File: src/rtl/array_port_serializer_pkg.sv
// Shared sizing helpers, state encoding and counter width for the array port serializer.
// Every dimension derives from the TEST parameter of the upstream array-producing stage.
package array_port_serializer_pkg;

  localparam int FC_W = 16;

  typedef logic [0:0] state_t;
  localparam state_t IDLE = 1'b0;
  localparam state_t SEND = 1'b1;

  function automatic int calc_n(input int test);
    return test + 2;
  endfunction

  function automatic int calc_w(input int test);
    return test + 2;
  endfunction

  // An index always needs at least one bit, even when the frame holds a single element.
  function automatic int calc_iw(input int n);
    return (n > 1) ? $clog2(n) : 1;
  endfunction

endpackage

File: src/rtl/array_port_serializer_if.sv
// Frame-in / element-out bundle; the slave side is the serializer and the master side is the
// producer/consumer pair. The frame-in handshake is valid/ready and the element-out side is AXI-style.
interface array_port_serializer_if #(
  parameter int TEST = 6
);
  import array_port_serializer_pkg::*;

  localparam int N  = calc_n(TEST);
  localparam int W  = calc_w(TEST);
  localparam int IW = calc_iw(N);

  logic          in_valid;
  logic          in_ready;
  logic [W-1:0]  in_array [N];
  logic          in_mask  [N];
  logic          out_valid;
  logic          out_ready;
  logic [W-1:0]  out_data;
  logic [IW-1:0] out_index;
  logic          out_last;

  modport slave (
    input  in_valid, in_array, in_mask, out_ready,
    output in_ready, out_valid, out_data, out_index, out_last
  );

  modport master (
    output in_valid, in_array, in_mask, out_ready,
    input  in_ready, out_valid, out_data, out_index, out_last
  );

endinterface

File: src/rtl/array_mask_next_index.sv
// Combinational priority finder. It returns the lowest set mask bit, or the lowest set bit above the cursor.
// It has zero latency and no handshake; it serves both frame start and cursor advance.
module array_mask_next_index #(
  parameter int N  = 8,
  parameter int IW = 3
) (
  input  logic [N-1:0]  mask,
  input  logic [IW-1:0] cursor,
  input  logic          from_start,
  output logic [IW-1:0] idx,
  output logic          found,
  output logic          last
);

  always_comb begin
    idx   = '0;
    found = 1'b0;
    last  = 1'b1;
    // Descending scan, so the lowest qualifying bit is the one left standing.
    for (int i = N - 1; i >= 0; i--) begin
      if (mask[i] && (from_start || i > int'(cursor))) begin
        idx   = IW'(i);
        found = 1'b1;
      end
    end
    for (int i = 0; i < N; i++) begin
      if (found && mask[i] && i > int'(idx)) begin
        last = 1'b0;
      end
    end
  end

endmodule

File: src/rtl/array_port_serializer.sv
// Captures an array frame plus an enable mask, then streams the enabled elements in ascending index order.
// The first element appears one cycle after accept. The outputs hold stable while out_ready is low.
module array_port_serializer
  import array_port_serializer_pkg::*;
#(
  parameter int TEST = 6
) (
  input  logic                      clk,
  input  logic                      rst,
  array_port_serializer_if.slave    bus,
  output logic [FC_W-1:0]           frame_count
);

  localparam int N  = calc_n(TEST);
  localparam int W  = calc_w(TEST);
  localparam int IW = calc_iw(N);

  state_t        state;
  logic          in_ready_q;
  logic          out_valid_q;
  logic [W-1:0]  out_data_q;
  logic [IW-1:0] out_index_q;
  logic          out_last_q;
  logic [FC_W-1:0] frame_count_q;
  logic [W-1:0]  arr_q [N];
  logic [N-1:0]  mask_q;

  logic [N-1:0]  in_mask_p;
  logic [N-1:0]  find_mask;
  logic [IW-1:0] nx_idx;
  logic          nx_found;
  logic          nx_last;
  logic          accept;

  always_comb begin
    in_mask_p = '0;
    for (int i = 0; i < N; i++) begin
      in_mask_p[i] = bus.in_mask[i];
    end
  end

  assign accept    = (state == IDLE) && in_ready_q && bus.in_valid;
  assign find_mask = (state == IDLE) ? in_mask_p : mask_q;

  // out_index doubles as the cursor, so the finder always searches relative to the element on display.
  array_mask_next_index #(
    .N  (N),
    .IW (IW)
  ) u_next (
    .mask       (find_mask),
    .cursor     (out_index_q),
    .from_start (state == IDLE),
    .idx        (nx_idx),
    .found      (nx_found),
    .last       (nx_last)
  );

  always_ff @(posedge clk) begin
    if (accept) begin
      arr_q <= bus.in_array;
    end
  end

  always_ff @(posedge clk) begin
    if (rst) begin
      state         <= IDLE;
      in_ready_q    <= 1'b0;
      out_valid_q   <= 1'b0;
      out_data_q    <= '0;
      out_index_q   <= '0;
      out_last_q    <= 1'b0;
      frame_count_q <= '0;
      mask_q        <= '0;
    end else if (state == IDLE) begin
      in_ready_q <= 1'b1;
      if (accept) begin
        frame_count_q <= frame_count_q + 16'd1;
        mask_q        <= in_mask_p;
        // An empty mask leaves the block in IDLE, so in_ready stays high for back-to-back frames.
        if (nx_found) begin
          state       <= SEND;
          in_ready_q  <= 1'b0;
          out_valid_q <= 1'b1;
          out_data_q  <= bus.in_array[nx_idx];
          out_index_q <= nx_idx;
          out_last_q  <= nx_last;
        end
      end
    end else if (bus.out_ready) begin
      if (out_last_q) begin
        state       <= IDLE;
        in_ready_q  <= 1'b1;
        out_valid_q <= 1'b0;
        out_last_q  <= 1'b0;
      end else begin
        out_data_q  <= arr_q[nx_idx];
        out_index_q <= nx_idx;
        out_last_q  <= nx_last;
      end
    end
  end

  assign bus.in_ready  = in_ready_q;
  assign bus.out_valid = out_valid_q;
  assign bus.out_data  = out_data_q;
  assign bus.out_index = out_index_q;
  assign bus.out_last  = out_last_q;
  assign frame_count   = frame_count_q;

endmodule
File: src/flat_wrapper.sv
// flat-port wrapper written by rule: the top's interface ports become plain ports
module array_port_serializer_flat import array_port_serializer_pkg::*;
#(
  parameter int TEST = 6
)
  (clk, rst, frame_count, bus_in_valid, bus_in_array, bus_in_mask, bus_out_ready, bus_in_ready, bus_out_valid, bus_out_data, bus_out_index, bus_out_last);
  array_port_serializer_if #(.TEST(TEST)) bus_i ();
  input  logic clk;
  input  logic rst;
  output logic [FC_W-1:0] frame_count;
  input wire logic [$bits(bus_i.in_valid)-1:0] bus_in_valid;
  input wire logic [$bits(bus_i.in_array)-1:0] bus_in_array;
  input wire logic [$bits(bus_i.in_mask)-1:0] bus_in_mask;
  input wire logic [$bits(bus_i.out_ready)-1:0] bus_out_ready;
  output wire logic [$bits(bus_i.in_ready)-1:0] bus_in_ready;
  output wire logic [$bits(bus_i.out_valid)-1:0] bus_out_valid;
  output wire logic [$bits(bus_i.out_data)-1:0] bus_out_data;
  output wire logic [$bits(bus_i.out_index)-1:0] bus_out_index;
  output wire logic [$bits(bus_i.out_last)-1:0] bus_out_last;
  assign bus_i.in_valid = bus_in_valid;
  assign bus_i.in_array = {>>{bus_in_array}};
  assign bus_i.in_mask = {>>{bus_in_mask}};
  assign bus_i.out_ready = bus_out_ready;
  assign bus_in_ready = bus_i.in_ready;
  assign bus_out_valid = bus_i.out_valid;
  assign bus_out_data = bus_i.out_data;
  assign bus_out_index = bus_i.out_index;
  assign bus_out_last = bus_i.out_last;
  array_port_serializer #(.TEST(TEST)) u_core (.clk(clk), .rst(rst), .bus(bus_i), .frame_count(frame_count));
endmodule
File: config.mk
export PLATFORM = sky130hd
export DESIGN_NAME = array_port_serializer_flat
export DESIGN_NICKNAME = d
export VERILOG_FILES = /design/src/rtl/array_port_serializer_pkg.sv /design/src/rtl/array_port_serializer_if.sv /design/src/rtl/array_mask_next_index.sv /design/src/rtl/array_port_serializer.sv /design/src/flat_wrapper.sv
export SDC_FILE = /design/constraint.sdc
export NUM_CORES = 1
export LEC_CHECK = 0
export CAP_MARGIN = 20
export CORE_MARGIN = 1.5
export CORE_UTILIZATION = 25
export CTS_BUF_LIST = sky130_fd_sc_hd__clkbuf_8
export CTS_CLUSTER_DIAMETER = 60
export CTS_CLUSTER_SIZE = 8
export DETAILED_ROUTE_END_ITERATION = 16
export HOLD_SLACK_MARGIN = 0.06
export PLACE_DENSITY_LB_ADDON = 0.2
export SYNTH_ARGS = -nofsm -noshare
export SYNTH_HDL_FRONTEND = slang
export SYNTH_SLANG_ARGS = --single-unit
File: constraint.sdc
create_clock -name clk -period 6.9 [get_ports clk]
set_input_delay 1.38 -clock clk [delete_from_list [all_inputs] [get_ports clk]]
set_output_delay 1.38 -clock clk [all_outputs]
set_load 0.1 [all_outputs]
==> results.md, run 1 <==
- In this run the remaining antenna-violating nets after routing total 0.
- The routed layout has 4,133 vias.
- For the worst flop-to-flop path, the logic depth is 9.
- The max-capacitance violation count is 0.
- The post-synthesis instance area is 4900 um^2.
- The root buffer cell chosen for the clock tree is sky130_fd_sc_hd__clkbuf_8.
- Once layout is complete, the cells apart from fillers number 848.
- Using the TritonRoute via totals, the vias-per-cell ratio works out to 4.87.
- TritonCTS built the clock tree.
- The number of standard cells after synthesis is 482.
- Of the total synthesized cell area, the portion taken by AND, OR, NAND and NOR gates is 18.5%.
- The number of global-route vias before repair came to 4,138.
- Clock skew on the completed layout was measured at 0.0239 ns.
- The multi-input logic area is 2060 um^2.
- The area growth from synthesis to layout is 30.2%.
- Counting along the longest clock path gives a buffer depth of 2.
- The number of distinct library cell variants in the gate-level netlist after synthesis is 58.
- The initial core utilization is 25.3%.
- STA puts the critical path data arrival time at 4.65 ns.
- The fraction of the mapped netlist area in compound gates is 16.8%.
- Once placement completed, the tool counted placed cells totaling 832.
- From left edge to right edge, the die measures 143 um.
- The part of the cycle the worst path needs is 63.4%.
- The adder-cell share of the synthesized area is 0.255%.
- For this design the top-level I/O count stands at 106.
- The critical path class is in2reg.
- The number of antenna diodes in the final layout is 0.
- The total power divided by cell area is 220 nW/um^2.
- The quantity of gates resized following cts is 0.
- The most frequent standard cell in the layout excluding fill and tap cells is sky130_fd_sc_hd__nand2_1.
- Counting flops and latches in the post-synthesis netlist gives 102.
- The quantity of I/O buffers inserted on ports is 105.
- The flip-flop and latch area is 2680 um^2.
- For this run, the number of Yosys warnings is 0.
- Counting every net in the synthesized netlist gives 559.
- In this run the static leakage power is 2.16 nW.
- Cells fill 33.0% of the core in the end.
- The required time of the worst setup path is 7.18 ns.
- The layout has 1,971 filler cells.
- Entering global routing, the biggest net connects 60 pins.
- The multiplexer fraction of the synthesized cell area is 4.80%.
- The number of rows in the core area is 51.
- Summing the areas of all xor and xnor instances in the mapped netlist gives 1.61% of the synthesized area.
- The worst pin sits at a relative slew slack of 32.7%.
- The total congestion overflow after global routing is 0.
- Along the worst path, the maximum fanout reaches 9.
- The power consumption is 1.40 mW.
- The initial antenna violation count is 0.
- The number of H-tree levels is 3.
- The post-synthesis average cell area is 10.2 um^2.
- For this run, design rule violations remaining after detail routing come to 0.
- The congestion estimate from routability-driven global placement came to 0.772.
- The routed design has 14,900 um of wire.
- The total count of max-transition violations in the final report is 0.
- The number of detailed-route iterations in the first pass is 4.
- For this run, the leading register cell type out of synthesis is sky130_fd_sc_hd__edfxtp_1.
- The fraction of layout instances using a drive strength above 1 is 6.00%.
- The nature of the critical path startpoint is an input pin.
- The first global-routing pass estimated 22,900 um of wire.
- The clock input transition at the sequential cells of the worst setup and hold paths is 0.11 ns.
- The setup check on the worst reg-to-reg path leaves a slack of 2.74 ns.
- The flow ran to the end, and the final reports show no timing, DRC or antenna violations.
- At the pin with the least slew margin, the transition time is 1.01 ns.
- The worst setup path is captured at a flip-flop.
- After floorplanning, the core was sized to cover 19,300 um^2.
- By area, the combinational part of the netlist is dominated by simple AND/OR/NAND/NOR gates.
- The top cell types in the final layout, fill and taps aside, are sky130_fd_sc_hd__nand2_1 (109), sky130_fd_sc_hd__clkdlybuf4s50_1 (105), sky130_fd_sc_hd__edfxtp_1 (64), sky130_fd_sc_hd__dfxtp_1 (38), sky130_fd_sc_hd__a21oi_1 (32).
- The floorplan die height is 143 um.
- The die covers 20,400 um^2.
- In this run, the number of DRC markers left after iteration 0 of detailed routing was 287.
- Detailed placement finished with a half-perimeter wire length of 10,400 um.
- In this run, post-CTS hold repair placed 0 buffers.
- The clock insertion delay at the later pin of the skew report is 0.39 ns.
- The smallest clock period supported by the final layout is computed as 4.37 ns.
- Buffers inserted during clock tree synthesis total 9.
- After synthesis, the share of flip-flops with an asynchronous set or reset is 0%.
- The final count of hold timing violations is 0.
- Setup repair after global routing left no endpoint under its margin.
- The total negative slack for setup checks is 0 ns.
- Counting instances, the worst hold path has a depth of 2.
- For this run, the total global-route usage over all layers was measured as 14.8%.
- VDD sags by at most 0.0905 mV.
- The maximum frequency from static timing analysis is 229 MHz.
- The worst hold path belongs to the class reg2reg.
- The number of sinks handled by clock tree synthesis is 102.
- Counting flops with a built-in enable in the synthesized netlist gives 64.
- Dividing the detail-routed wire length by the instance count gives 17.5 um.
- The number of nets in the final layout is 655.
- Summing the sequential cell areas from Yosys gives 54.7% of the chip area.
- Post-CTS timing repair inserted 0 buffers for setup.
- Setup violations remaining at the end of the flow were counted as 0.
-- sequential cells by signal, indices dropped and copies added, names as in the netlist --
| register | count |
|---|---|
| u_core.arr_q | 64 |
| u_core.bus.in_ready | 1 |
| u_core.bus.out_data | 8 |
| u_core.bus.out_index | 3 |
| u_core.bus.out_last | 1 |
| u_core.bus.out_valid | 1 |
| u_core.frame_count | 16 |
| u_core.mask_q | 7 |
| u_core.state | 1 |
-- logic make-up after synthesis --
logic type,count (synthesis)
mux,21
simple gates,199
flops,102
buf+inv,33
fa+ha+maj,1
compound gates,117
xor+xnor,9
-- per-stage QoR --
step                hold slack, ns  area [um^2]  worst slack [ns]
floorplan                    0.444         4900              2.63
global placement             0.458         6200              2.21
detailed placement           0.469         6200              2.16
CTS                          0.485         6380              2.57
global route                 0.501         6380              2.25
finish                       0.483         6380              2.53
-- metal layers --
metal	GRT usage (%)	wire length, um
met1	19.2	6750
met2	23.8	6900
met3	4.16	1050
met4	4.23	167
met5	0	0
-- Yosys cell counts, drive strengths merged (5+ instances only) --
cell	instances	area (um^2)
nor3	9	61.3
nand3	21	105
a32o	7	70.1
o21ai	19	95.1
xor2	8	70.1
o31ai	5	51.3
clkbuf	8	30.0
a21oi	32	160
dfxtp	38	761
o21a	6	45.0
inv	5	18.8
nor2	26	97.6
nand2	109	409
or3	9	61.3
a32oi	13	114
a31oi	12	75.1
edfxtp	64	1920
mux2i	19	190
buf	19	109
-- report_power, final --
part	internal [mW]	total, mW	switching (mW)
Sequential	0.683	0.702	0.0194
Combinational	0.121	0.339	0.218
Clock	0.136	0.363	0.228
Total	0.939	1.40	0.465
-- worst paths after layout --
check | from | endpoint
setup / recovery | bus_in_mask[6] | u_core.bus.out_data[4]
hold / removal | u_core.mask_q[6] | u_core.mask_q[6]
setup reg to reg | u_core.state | u_core.bus.out_data[4]
hold reg to reg | u_core.mask_q[6] | u_core.mask_q[6]
-- critical path: stages --
cell                              delay [ns]
sky130_fd_sc_hd__clkdlybuf4s50_1        0.51
sky130_fd_sc_hd__or4_1                  0.56
sky130_fd_sc_hd__o311a_2                0.17
sky130_fd_sc_hd__nor3_2                 0.28
sky130_fd_sc_hd__o21ai_1                0.32
sky130_fd_sc_hd__nor3_1                 0.74
sky130_fd_sc_hd__buf_4                  0.30
sky130_fd_sc_hd__a31oi_1                0.09
sky130_fd_sc_hd__a32oi_1                0.20
sky130_fd_sc_hd__o21ai_0                0.10
-- final cells by class --
class | instances | area share, %
sequential | 102 | 42.1
multi-input combinational | 347 | 32.2
timing repair buffer | 112 | 17.3
tap | 265 | 5.20
clock buffer | 9 | 1.94
clock inverter | 7 | 0.922
inverter | 6 | 0.353
No activity file was read; power rests on OpenSTA's default activity.
==> inputs of run 2 (changes only) <==
- clock period: 6.9 -> 4.6 ns (I/O delays scaled with it)
==> run 2 against run 1 <==
Against the previous run:
- die area is the same
- combinational power is 55% higher
- clock power rose by 62%
- critical path depth shrank 1
- core utilization grew 0.32 points
- worst setup slack got worse by 1.4 ns
- final cell count is 0.59% higher
- register-to-register slack lost 1.2 ns
- design area rose by 0.98%
- highest routed layer unchanged
==> results.md, run 2 (synthesis gave the netlist of run 1 again) <==
- The total detailed-routing wirelength is 15,200 um (+2.4%).
- The initial detailed-routing violation count is 291 (+1.4%).
- The total congestion overflow after global routing came to 0 (unchanged).
- The maximum number of pins on one net before global-route repair is 50 (-17%).
- The top cell types in the final layout, fill and taps aside, are sky130_fd_sc_hd__nand2_1 (109), sky130_fd_sc_hd__clkdlybuf4s50_1 (105), sky130_fd_sc_hd__edfxtp_1 (64), sky130_fd_sc_hd__dfxtp_1 (38), sky130_fd_sc_hd__a21oi_1 (32).
- The DRC violations left is 0 (unchanged).
- The final setup violation count was 0 (unchanged).
- The total CTS buffers came to 9 (unchanged).
- The detailed placement HPWL is 10,800 um (+3.5%).
- The final critical-path required period is 3.52 ns.
- The boundary pin count is 106 (unchanged).
- The share of power burned in combinational logic is 24.3% (+0.2 points).
- The maximum buffer depth of the clock tree was 2 (unchanged).
- The area growth from synthesis to layout is 31.5%.
- The first-pass GRT wire length is 23,600 um (+3.3%).
- The number of routed nets with antenna violations is 0 (unchanged).
- The count of hold-fix buffers inserted at cts is 0 (unchanged).
- The switching power is 0.694 mW (+49%).
- Setup repair after global routing left no endpoint under its margin.
- The slew at the pin closest to its max-slew limit is 1.01 ns (+0.000635 ns).
- The worst slew margin relative to its limit was 32.6% (-0.043 points).
- The maximum fanout count along the critical path came to 10 (+1).
- The die outline width is 143 um (unchanged).
- The number of rows in the core area is 51 (unchanged).
- The worst setup slack before clock tree synthesis is 0.705 ns (-1.46 ns).
- The data arrival time of the critical path is 3.80 ns (-0.85 ns).
- The initial core utilization is 25.3% (unchanged).
- The nature of the critical path startpoint is an input pin.
- The min-delay analysis places its worst path in the category reg2reg.
- The total power divided by cell area is 336 nW/um^2 (+52%).
- More flip-flops sit in one register than any other, and that register is u_core.arr_q.
- The quantity of I/O buffers inserted on ports was 105 (unchanged).
- The worst-case clock skew is 0.0183 ns (-0.00559 ns).
- The number of buffers inserted to repair setup after CTS is 0 (unchanged).
- The fraction of layout instances using a drive strength above 1 is 6.63% (+0.63 points).
- The leakage power of the design is 2.20 nW (+1.9%).
- The hold slack is 0.478 ns (-0.00482 ns).
- The max-capacitance violation count is 0 (unchanged).
- The final count of hold timing violations is 0 (unchanged).
- The average via count per standard cell is 4.90 (+0.59%).
- The quantity of gates resized following cts is 0 (unchanged).
- The post-detailed-route wirelength per cell is 17.9 um (+1.8%).
- The floorplan die height is 143 um (unchanged).
- The number of global-route vias before repair is 4,224 (+2.1%).
- The total internal power is 1.47 mW (+56%).
- The flow ran to the end, and the final reports show no timing, DRC or antenna violations.
- The clock network fraction of design power was 27.2% (+1.3 points).
- The area inside the core boundary came to 19,300 um^2 (unchanged).
- The number of nets in the final layout is 660 (+0.76%).
- The total via count in the routed design is 4,182 (+1.2%).
- The part of the cycle the worst path needs is 76.6%.
- The number of sinks handled by clock tree synthesis is 102 (unchanged).
- The number of detailed-route iterations in the first pass is 7 (+3).
- The clock input transition at the sequential cells of the worst setup and hold paths is 0.10 ns (about the same).
- The cell at the root of the clock tree is sky130_fd_sc_hd__clkbuf_8.
- The final critical-path setup slack is 1.08 ns (-1.45 ns).
- The library cell used most frequently in the layout, excluding fill and tap cells, is sky130_fd_sc_hd__nand2_1.
- The register share of total power came to 48.5% (-1.5 points).
- The maximum VDD drop was 0.162 mV (+79%).
- The flip-flop count of the largest register after layout came to 64 (unchanged).
- The number of diodes added for antenna fixing is 0 (unchanged).
- The total count of max-transition violations in the final report came to 0 (unchanged).
- The clock insertion delay at the later pin of the skew report is 0.39 ns (about the same).
- The global-route usage over all layers is 15.2% (+0.49 points).
- The required time of the worst setup path is 4.88 ns (-2.30 ns).
- The number of H-tree levels is 3 (unchanged).
- The floorplan die area came to 20,400 um^2 (unchanged).
- TritonCTS built the clock tree.
- The maximum frequency from static timing analysis is 284 MHz.
- The area of all placed cells without fillers came to 6440 um^2 (+0.98%).
- The final estimated routing congestion in global placement is 0.825 (+6.8%).
- The worst setup path is captured at a flip-flop.
- The total negative slack for setup checks came to 0 ns (unchanged).
- The cell area after placement was 6250 um^2 (+0.81%).
- The critical path class is in2reg.
- The share of total power consumed by net switching was 32.1% (-1.0 points).
- The initial antenna violation count is 0 (unchanged).
-- run 2: stage by stage --
stage | std cells | utilization (%) | total power, mW
after floorplan | 482 | - | 1.40
after global placement | 837 | 32.3 | 1.60
after detailed placement | 837 | 32.3 | 1.60
after CTS | 853 | 33.3 | 2.19
after global routing | 853 | 33.3 | 2.26
final | 853 | 33.3 | 2.16
-- run 2: power groups by stage --
stage	combinational [mW]	sequential (mW)	clock (mW)
after floorplan	0.245	1.15	0
after global placement	0.526	1.07	0
after detailed placement	0.528	1.07	0
after CTS	0.530	1.05	0.608
after global routing	0.567	1.05	0.643
final	0.526	1.05	0.588
-- run 2: path summary, 6_finish.rpt --
check | cells past startpoint | from | slack [ns] | end
setup / recovery | 9 | bus_in_mask[6] | 1.08 | u_core.bus.out_data[2]
hold reg to reg | 2 | u_core.bus.out_data[1] | 0.48 | u_core.bus.out_data[1]
setup reg to reg | 8 | u_core.bus.out_index[2] | 1.54 | u_core.bus.out_data[2]
hold / removal | 2 | u_core.bus.out_data[1] | 0.48 | u_core.bus.out_data[1]
-- run 2: metal layers --
layer | part of all wire [%] | GRT usage (%) | up-vias
met5 | 0 | 0 | -
met4 | 1.7 | 3.85 | 0
met3 | 6.3 | 3.96 | 21
met2 | 47 | 25.2 | 136
met1 | 45 | 19.7 | 2031
li1 | - | - | 1994
-- run 2: cell type report --
cell class                 count  area, um^2
clock buffer                   9         124
multi-input combinational    347        2060
timing repair buffer         117        1150
sequential                   102        2680
inverter                       6        22.5
tap                          265         332
clock inverter                 7        71.3
fill                        2016       12900
-- run 2: worst max-delay path, cell delays in order --
cell and delay [ns]:
sky130_fd_sc_hd__clkdlybuf4s50_1 0.49, sky130_fd_sc_hd__or4_1 0.56, sky130_fd_sc_hd__o311a_2 0.17, sky130_fd_sc_hd__nor3_2 0.28
sky130_fd_sc_hd__o21a_1 0.33, sky130_fd_sc_hd__o21a_1 0.50, sky130_fd_sc_hd__a32oi_1 0.11, sky130_fd_sc_hd__a32o_1 0.28
sky130_fd_sc_hd__a21o_1 0.15
